<file path="src/rtl/pipe_stage_decoupler_pkg.sv">
// Shared defaults for the writeback pipeline decoupler.
// Holds the payload field widths and the packed payload width.
package pipe_stage_decoupler_pkg;

    localparam int DEF_DATA_WIDTH   = 32;
    localparam int DEF_REGDST_WIDTH = 7;
    localparam int DEF_CNT_WIDTH    = 16;

    // Packed payload order is {dataD, w, regDst, MuxD, RF_wrd}.
    function automatic int payload_width(input int dw = DEF_DATA_WIDTH,
                                         input int rw = DEF_REGDST_WIDTH);
        return 2 * dw + rw + 2;
    endfunction

endpackage

</file>
<file path="src/rtl/pipe_payload_reg.sv">
// Enable-loaded payload register without reset.
// The matching valid bit lives in the parent.
module pipe_payload_reg #(
    parameter int WIDTH = 1
) (
    input  logic             clk,
    input  logic             load_i,
    input  logic [WIDTH-1:0] d_i,
    output logic [WIDTH-1:0] q_o
);

    logic [WIDTH-1:0] data_q;

    // NOTE: payload is qualified by a separately reset valid bit, so leaving it
    // unreset is safe and lets it map onto plain enable flops.
    always_ff @(posedge clk) begin
        if (load_i) begin
            data_q <= d_i;
        end
    end

    assign q_o = data_q;

endmodule

</file>
<file path="src/rtl/pipe_stage_decoupler.sv">
// Two-entry skid buffer between the memory stage and writeback.
// in_ready is registered, so out_ready never reaches it combinationally.
module pipe_stage_decoupler
    import pipe_stage_decoupler_pkg::*;
#(
    parameter int DATA_WIDTH   = DEF_DATA_WIDTH,
    parameter int REGDST_WIDTH = DEF_REGDST_WIDTH,
    parameter int CNT_WIDTH    = DEF_CNT_WIDTH
) (
    input  logic                    clk,
    input  logic                    rst,
    input  logic                    flush,
    input  logic                    in_valid,
    output logic                    in_ready,
    input  logic [DATA_WIDTH-1:0]   in_dataD,
    input  logic [DATA_WIDTH-1:0]   in_w,
    input  logic [REGDST_WIDTH-1:0] in_regDst,
    input  logic                    in_MuxD,
    input  logic                    in_RF_wrd,
    output logic                    out_valid,
    input  logic                    out_ready,
    output logic [DATA_WIDTH-1:0]   out_dataD,
    output logic [DATA_WIDTH-1:0]   out_w,
    output logic [REGDST_WIDTH-1:0] out_regDst,
    output logic                    out_MuxD,
    output logic                    out_RF_wrd,
    output logic [1:0]              occupancy,
    output logic [CNT_WIDTH-1:0]    stall_cnt
);

    localparam int PW = payload_width(DATA_WIDTH, REGDST_WIDTH);

    logic                 main_valid_q, main_valid_d;
    logic                 skid_valid_q, skid_valid_d;
    logic [CNT_WIDTH-1:0] stall_cnt_q, stall_cnt_d;
    logic                 main_load, skid_load;
    logic                 accept, transfer, main_free;
    logic                 main_rf_wrd;
    logic [PW-1:0]        in_payload, main_payload, skid_payload, main_payload_nxt;

    assign in_payload = {in_dataD, in_w, in_regDst, in_MuxD, in_RF_wrd};

    assign in_ready  = ~skid_valid_q;
    assign accept    = in_valid & in_ready;
    assign transfer  = main_valid_q & out_ready;
    assign main_free = ~main_valid_q | transfer;

    // NOTE: every signal is given a default before the branches, so no path
    // leaves it unassigned and no latch is inferred.
    always_comb begin
        main_valid_d = main_valid_q;
        skid_valid_d = skid_valid_q;
        main_load    = 1'b0;
        skid_load    = 1'b0;

        if (main_free) begin
            // A waiting skid entry always goes first to keep acceptance order.
            main_valid_d = skid_valid_q | accept;
            main_load    = skid_valid_q | accept;
            skid_valid_d = 1'b0;
        end else if (accept) begin
            skid_valid_d = 1'b1;
            skid_load    = 1'b1;
        end

        if (flush) begin
            main_valid_d = 1'b0;
            skid_valid_d = 1'b0;
            main_load    = 1'b0;
            skid_load    = 1'b0;
        end
    end

    assign main_payload_nxt = skid_valid_q ? skid_payload : in_payload;

    always_comb begin
        stall_cnt_d = stall_cnt_q;
        if (main_valid_q && !out_ready && !(&stall_cnt_q)) begin
            stall_cnt_d = stall_cnt_q + {{(CNT_WIDTH-1){1'b0}}, 1'b1};
        end
    end

    // NOTE: state registers use non-blocking assignments so every flop samples
    // the pre-edge values regardless of process ordering.
    always_ff @(posedge clk or posedge rst) begin
        if (rst) begin
            main_valid_q <= 1'b0;
            skid_valid_q <= 1'b0;
            stall_cnt_q  <= '0;
        end else begin
            main_valid_q <= main_valid_d;
            skid_valid_q <= skid_valid_d;
            stall_cnt_q  <= stall_cnt_d;
        end
    end

    pipe_payload_reg #(.WIDTH(PW)) u_main_reg (
        .clk    (clk),
        .load_i (main_load),
        .d_i    (main_payload_nxt),
        .q_o    (main_payload)
    );

    pipe_payload_reg #(.WIDTH(PW)) u_skid_reg (
        .clk    (clk),
        .load_i (skid_load),
        .d_i    (in_payload),
        .q_o    (skid_payload)
    );

    assign {out_dataD, out_w, out_regDst, out_MuxD, main_rf_wrd} = main_payload;

    assign out_valid  = main_valid_q;
    assign out_RF_wrd = main_rf_wrd & main_valid_q;
    assign occupancy  = {1'b0, main_valid_q} + {1'b0, skid_valid_q};
    assign stall_cnt  = stall_cnt_q;

endmodule

</file>
<file path="config.mk">
export PLATFORM = sky130hd
export DESIGN_NAME = pipe_stage_decoupler
export DESIGN_NICKNAME = d
export VERILOG_FILES = /design/src/rtl/pipe_stage_decoupler_pkg.sv /design/src/rtl/pipe_payload_reg.sv /design/src/rtl/pipe_stage_decoupler.sv
export SDC_FILE = /design/constraint.sdc
export NUM_CORES = 1
export LEC_CHECK = 0
export BUFFER_PORTS_ARGS = -buffer_cell sky130_fd_sc_hd__buf_2
export CORE_MARGIN = 8
export CORE_UTILIZATION = 35
export CTS_CLUSTER_DIAMETER = 120
export CTS_CLUSTER_SIZE = 10
export DETAILED_ROUTE_END_ITERATION = 16
export HOLD_SLACK_MARGIN = 0.08
export PLACE_DENSITY = 0.66
export SLEW_MARGIN = 5
export SYNTH_ARGS = -nofsm -noshare
export SYNTH_HDL_FRONTEND = slang
export SYNTH_SLANG_ARGS = --single-unit
</file>
<file path="constraint.sdc">
create_clock -name clk -period 11.9 [get_ports clk]
set_input_delay 1.785 -clock clk [delete_from_list [all_inputs] [get_ports clk]]
set_output_delay 1.785 -clock clk [all_outputs]
set_load 0.005 [all_outputs]
</file>
Word-level counts from Yosys, hierarchy flattened
Cells that the tools add are included.
- output and inout bits: 93
- word-level logic and storage cells: 32
- input port bits: 78
- register bits: 164
- add/subtract/negate cells: 2
- bitwise logic cells: 7
- muxes and demuxes: 11
- reduce and logical (&&, ||, !) cells: 7
- operators with widths (kind ; number):
    73-bit two-way mux ; 1
    16-bit by 1-bit adder with 16-bit output (second input constant) ; 1
    16-bit AND reduction ; 1
    1-bit two-way mux ; 10
    1-bit AND ; 3
    3-bit nonzero test ; 1
    1-bit by 1-bit adder with 2-bit output ; 1
    1-bit logical AND ; 2
    1-bit zero test ; 2
    1-bit NOT ; 2
    1-bit bitwise OR ; 2
    2-bit nonzero test ; 1

Depth between registers and ports, before layout
Gate-level depths: netlist (run 1).
- word-level depth: 5
- depth in mapped cells: 6
- gate-level depth less buffers: 5

By module
A second synthesis (run 1) with hierarchy kept.
- cells, all modules: 315
- area, all modules: 6211.0 um^2
- modules (own cells, without submodules) (module ; area an instance (um^2) ; times used ; cells an instance ; seq. area each (um^2)):
    pipe_payload_reg ; 2192.1 ; 2 ; 73 ; 2192.1
    pipe_stage_decoupler ; 1826.8 ; 1 ; 169 ; 450.4

Worst setup path after synthesis (run 1)
Ideal clock, no wire load.
- kind: input-to-reg
- start point: in out_ready
- end point: reg u_skid_reg.data_q[0] (netlist: u_skid_reg.q_o[0]) (enable)
- setup slack: 1.696 ns
- stages on the path: 2
- path buffers: 0
- data required time: 11.187 ns
- library setup time: 0.713 ns
- arrival time: 9.491 ns
- path through: nand2b_1 nor4b_1
- longest elaborated chain between the ends: 4
- ends and longest elaborated chain (item ; RTL line ; RTL):
    start: declaration ; pipe_stage_decoupler.sv:21 ; input logic out_ready,
    1-bit AND ; pipe_stage_decoupler.sv:45 ; assign transfer = main_valid_q & out_ready;
    1-bit bitwise OR ; pipe_stage_decoupler.sv:46 ; assign main_free = ~main_valid_q | transfer;
    1-bit two-way mux ; pipe_stage_decoupler.sv:56 ; if (main_free) begin
    1-bit two-way mux ; pipe_stage_decoupler.sv:66 ; if (flush) begin
    via skid_load ; pipe_stage_decoupler.sv:36 ; logic main_load, skid_load;
    end signal: assignment ; pipe_payload_reg.sv:18 ; data_q <= d_i;
    end: declaration ; pipe_payload_reg.sv:12 ; logic [WIDTH-1:0] data_q;
The timed path passes the listed nets, and every way through them passes these cells.
A chain may end at the register's enable or synchronous reset.

Worst setup path after layout (run 1)
- start point: in out_ready
- end point: reg u_skid_reg.data_q[12] (netlist: u_skid_reg.q_o[12]) (enable)
Same word-level chain as after synthesis.

==> results.yml, run 1 <==
status:
  status: "finished, final reports clean"
clocking:
  postCtsSetupBuffers: 0
  h-tree-depth: 4
  cts_tree: "yes"
  cts_resized: 0
  cts.reportedPaths.clkPinSlew_ps: 60
  ctsHoldBuffers: 0
  cts.sinks: 164
  cts_made_buffers: 17
  clockBufferDepth: 2
  root_buffer: "clkbuf_16"
  clk_latency_ps: 410
sta:
  worst_pin_slew_ps: 1020
  setup_ws_ps: 8720
  tns_ps: 0
  slew_headroom_pct: 32.3
  rsz0062_at_grt: "no"
  finalMaxSlewViolations: 0
  period_share_pct: 26.7
  period_needed_ps: 3180
  finClkSkew_ps: 6.92
  setup_viol: 0
  timing.fmax_mhz: 314
  holdWs_ps: 517
  hold_viol_final: 0
power_and_ir_drop:
  p_clk_share_pct: 40.7
  fin_total_pwr_w: 0.00126
  power_density_mw_per_mm2: 161
  combPwrFrac_pct: 6.3
  p_sw_w: 0.000265
  p_int_w: 0.000999
  power_switching_share_pct: 20.9
  power.leakage_nw: 2.98
  peakVddDrop_mv: 0.0874
  power_frac_seq_pct: 53.0
yosys:
  ys_seq_area_share_pct: 72.5
  synth_area_mm2: 0.00667
  ys_ff_latch: 164
  avgSynthCellArea_um2: 17.5
  synthCells: 382
  ys_types: 29
  yosysTopAreaCellShare_pct: 65.7
  ys_top_cells_by_area: "edfxtp_1 66%, mux2_1 12%, buf_4 8.1%"
  synth_nets: 462
  synth_warnings: 0
  yosys.area.top_type: "edfxtp_1"
finish:
  layout.nets: 574
  fin_area_mm2: 0.00783
  area.growth.synth_to_final_pct: 17.4
  layout_common_cells: "170 x buf_2, 146 x edfxtp_1, 74 x mux2_1"
  drive_gt1_share_pct: 40.3
  layout_commonest_cell: "buf_2"
worst_setup_path:
  worst_ep_required_time_ps: 11920
  path_cells: "buf_2, nand2b_1, nor4b_2, buf_4"
  start_kind: "input pin"
  slowest_delay_ps: 760
  regToRegSetupSlack_ps: 9350
  path_max_fanout: 73
  critPathKind: "in -> reg"
  crit_arrival_ps: 3210
  end_kind: "flop"
  crit_path_top_delay_cell: "buf_4"
worst_hold_path:
  min_path_type: "reg -> reg"
placed_design:
  dpl.hpwl_mm: 8.90
  preCtsSetupSlack_ps: 8310
  place_area_mm2: 0.00728
  portBuffers: 170
  routabilityCongestion: 0.751
floorplanning:
  rows: 50
  coreArea_mm2: 0.0187
  io_pins: 171
  die_w_um: 154
  die_area_mm2: 0.0237
  start_util_pct: 35.7
  die_y_um: 154
detailed_routing:
  drt_iter0_drc: 136
  wl_met1_mm: 5.86
  viasPerCell: 4.56
  drtPass1Iterations: 4
  post_drt_wl_per_cell_um: 17.5
  routed_wl_mm: 13.0
  detail-route-antenna-nets: 0
  vias: 3382
  top_layer: "met4"
  route.detailed.drc: 0
  dr_wl_met3_um: 961
  wl_met2_mm: 6.06
global_route:
  grt_start_max_net_pins: 76
  grt_usage_pct: 10.9
  grt_pass1_vias: 3721
  overflow: 0
  grt_pass1_wl_mm: 20.4
  antenna_found_initial: 0
flow_run:
  cap_violations: 0
final cells by class:
type	count	area [um2]
Fill cell	1681	10900
Sequential cell	164	4840
Multi-Input combinational cell	135	1260
Timing Repair Buffer	174	881
Clock buffer	20	437
Tap cell	234	293
Clock inverter	11	113
Inverter	2	7.51
Antenna cell	1	2.50
registers in the layout, indices dropped and copies added, names as in the netlist:
name / cells
out_valid: 1
skid_valid_q: 1
stall_cnt: 16
u_main_reg.q_o: 73
u_skid_reg.q_o: 73
worst max-delay path: cells and delay by family:
kind          cells  cell delay [ps]
simple gates      2              460
buf+inv           2              860
final timing paths:
check,from,endpoint,cells after the start
min in group asynchronous,rst,stall_cnt[12]$_DFFE_PP0P_,2
worst max-delay path,out_ready,u_skid_reg.q_o[12]$_DFFE_PP_,4
worst min-delay path,stall_cnt[15]$_DFFE_PP0P_,stall_cnt[15]$_DFFE_PP0P_,1
max in group asynchronous,rst,skid_valid_q$_DFFE_PP0P_,2
worst max register to register,skid_valid_q$_DFFE_PP0P_,u_skid_reg.q_o[12]$_DFFE_PP_,3
worst min register to register,stall_cnt[15]$_DFFE_PP0P_,stall_cnt[15]$_DFFE_PP0P_,1
per-stage QoR:
| step | cells | util, % |
|---|---|---|
| 2_1_floorplan | 382 | - |
| 3_3_place_gp | 709 | 38.9 |
| 3_5_place_dp | 709 | 38.9 |
| 4_1_cts | 740 | 41.8 |
| 5_1_grt | 740 | 41.8 |
| 6_report | 741 | 41.9 |
cell usage after synthesis:
cell / count
nand4_2: 1
and4_1: 1
nor3_1: 8
nand3b_1: 1
or3_1: 1
a21oi_1: 1
o21ai_1: 2
nand4_1: 7
dfrtp_1: 18
nand2b_1: 2
xnor2_1: 9
nor2_1: 2
edfxtp_1: 146
ha_1: 2
or4_1: 1
buf_2: 5
and2_1: 2
buf_4: 72
mux2_1: 74
nor4_1: 2
nand3_1: 5
nand2_1: 5
inv_2: 1
buf_1: 4
nor4b_1: 2
nand2_4: 1
nor2b_1: 1
inv_1: 1
xor2_1: 5
metal layers:
metal	track usage, %	vias up
met4	3.41	0
met2	17.5	121
li1	-	1573
met5	0	-
met1	13.0	1680
met3	4.79	8
cell families after synthesis:
| family | synth area share [%] |
|---|---|
| AO/OA/AOI/OAI | 0.225 |
| XOR/XNOR | 1.84 |
| adder cells (fa/ha/maj) | 0.375 |
| buffers and inverters | 8.82 |
| flip-flops | 72.5 |
| multiplexers | 12.5 |
| AND/OR/NAND/NOR | 3.75 |
power by group through the flow:
stage / logic, W / registers (W) / clock network (W)
2_1_floorplan: 0.0000481 / 0.000682 / 0
3_3_place_gp: 0.0000789 / 0.000682 / 0
3_5_place_dp: 0.0000813 / 0.000682 / 0
4_1_cts: 0.0000817 / 0.000671 / 0.000532
5_1_grt: 0.0000883 / 0.000673 / 0.000555
6_report: 0.0000793 / 0.000670 / 0.000515
No activity file was read; power rests on OpenSTA's default activity.
==> run 2: changes to the inputs <==
Settings changed: PLACE_DENSITY 0.66 to 0.68.
Clock period 11.9 ns to 2.8 ns, I/O delays scaled along.
==> run 2 against run 1 <==
Global-route usage grew 0.082 points. Largest cell class unchanged. Largest power group unchanged. Via count grew 0.38%. Clock-buffer cell count shrank 2. Clock skew grew 9.1 ps. Critical path depth shrank 1. Critical path type is now reg -> out. Register-to-register slack lost 8500 ps. Critical endpoint is now in_ready. Clock power grew to 4.3 times the previous value.
==> results.yml, run 2 (synthesis gave the netlist of run 1 again) <==
status:
  status: "finished, final reports clean"
clocking:
  cts.reportedPaths.clkPinSlew_ps: 70
  cts_resized: 0
  h-tree-depth: 4
  cts.sinks: 164
  root_buffer: "clkbuf_16"
  postCtsSetupBuffers: 0
  clockBufferDepth: 2
  ctsHoldBuffers: 0
  cts_tree: "yes"
  clk_latency_ps: 410
  cts_made_buffers: 17
finish:
  multi_input_area_mm2: 0.00127
  drive_gt1_share_pct: 41.6
  diodes: 0
  layout_commonest_cell: "buf_2"
  layout.nets: 574
  area.growth.synth_to_final_pct: 18.3
  regArea_mm2: 0.00484
  layout_common_cells: "170 x buf_2, 146 x edfxtp_1, 74 x mux2_1"
  n_fill_cell: 1675
sta:
  period_share_pct: 75.4
  finalMaxSlewViolations: 0
  worst_pin_slew_ps: 690
  setup_viol: 0
  period_needed_ps: 2110
  tns_ps: 0
  hold_viol_final: 0
  holdWs_ps: 99.7
  slew_headroom_pct: 54.0
  finClkSkew_ps: 16.1
  timing.fmax_mhz: 474
  rsz0062_at_grt: "no"
power_and_ir_drop:
  power.leakage_nw: 3.00
  p_clk_share_pct: 40.7
  power_switching_share_pct: 22.2
  peakVddDrop_mv: 0.406
  p_sw_w: 0.00120
  combPwrFrac_pct: 6.4
  p_int_w: 0.00419
  power_frac_seq_pct: 52.9
  power_density_mw_per_mm2: 683
worst_setup_path:
  crit_arrival_ps: 1690
  path_max_fanout: 43
  start_kind: "flop"
  r2r-start: "stall_cnt[9]$_DFFE_PP0P_"
  worst_ep_required_time_ps: 2380
  end_kind: "output port"
  regToRegSetupSlack_ps: 820
  ff2ff_path_depth: 4
  critPathKind: "reg -> out"
  r2r-end: "stall_cnt[1]$_DFFE_PP0P_"
placed_design:
  dpl.hpwl_mm: 8.88
  portBuffers: 170
  routabilityCongestion: 0.868
global_route:
  overflow: 0
  antenna_found_initial: 0
  grt_pass1_vias: 3775
  grt_usage_pct: 11.0
  grt_start_max_net_pins: 74
  grt_pass1_wl_mm: 20.4
floorplanning:
  die_y_um: 154
  die_area_mm2: 0.0237
  die_w_um: 154
  start_util_pct: 35.7
  io_pins: 171
  coreArea_mm2: 0.0187
  rows: 50
detailed_routing:
  viasPerCell: 4.58
  drtPass1Iterations: 6
  route.detailed.drc: 0
  drt_iter0_drc: 96
  routed_wl_mm: 12.9
  post_drt_wl_per_cell_um: 17.4
  detail-route-antenna-nets: 0
  vias: 3395
worst_hold_path:
  min_path_type: "in -> async"
flow_run:
  cap_violations: 0
-- run 2: changes by cell type in the layout (fill, tap and decap cells not counted), sizes merged --
cell and change:
bufinv -1, clkbuf -2, clkinv -1, clkinvlp +2, diode -1, inv +3
-- run 2: final cells by class --
cell class                 instances  share of cell area, %
timing repair buffer             174                   11.6
tap                              234                   3.71
clock buffer                      18                   5.44
sequential                       164                   61.3
multi-input combinational        135                   16.1
clock inverter                    14                   1.65
inverter                           2                 0.0952
-- run 2: critical path, cell delays in order, from the launching register on --
cell and delay, ps:
dfrtp_4 760, buf_12 330, inv_2 40, buf_2 120
-- run 2: worst max-delay path by stage --
stage	startpoint	to	depth (start not counted)
floorplan	skid_valid_q$_DFFE_PP0P_	u_skid_reg.q_o[0]$_DFFE_PP_	3
global placement	skid_valid_q$_DFFE_PP0P_	u_main_reg.q_o[64]$_DFFE_PP_	3
detailed placement	skid_valid_q$_DFFE_PP0P_	u_main_reg.q_o[55]$_DFFE_PP_	3
CTS	skid_valid_q$_DFFE_PP0P_	in_ready	3
global route	skid_valid_q$_DFFE_PP0P_	in_ready	3
finish	skid_valid_q$_DFFE_PP0P_	in_ready	3
-- run 2: power groups by stage --
stage	combinational [W]	clock [W]	sequential, W
global route	0.000384	0.00236	0.00286
detailed placement	0.000352	0	0.00290
finish	0.000346	0.00219	0.00285
CTS	0.000355	0.00227	0.00285
floorplan	0.000209	0	0.00289
global placement	0.000345	0	0.00289
-- run 2: per-layer routing --
metal	global-route usage (%)	wire length, um
met2	17.9	6180
met4	3.36	93
met1	12.9	5560
met3	4.99	1050
met5	0	0
-- run 2: stage by stage --
| step | cells | util [%] | setup WS (ps) | cell area (um2) | total power [W] |
|---|---|---|---|---|---|
| after floorplan | 382 | - | -696 | 6720 | 0.00310 |
| after global placement | 709 | 39.2 | 900 | 7330 | 0.00324 |
| after detailed placement | 709 | 39.2 | 835 | 7330 | 0.00325 |
| after CTS | 741 | 42.2 | 600 | 7890 | 0.00547 |
| after global routing | 741 | 42.2 | 537 | 7890 | 0.00561 |
| final | 741 | 42.2 | 690 | 7890 | 0.00539 |
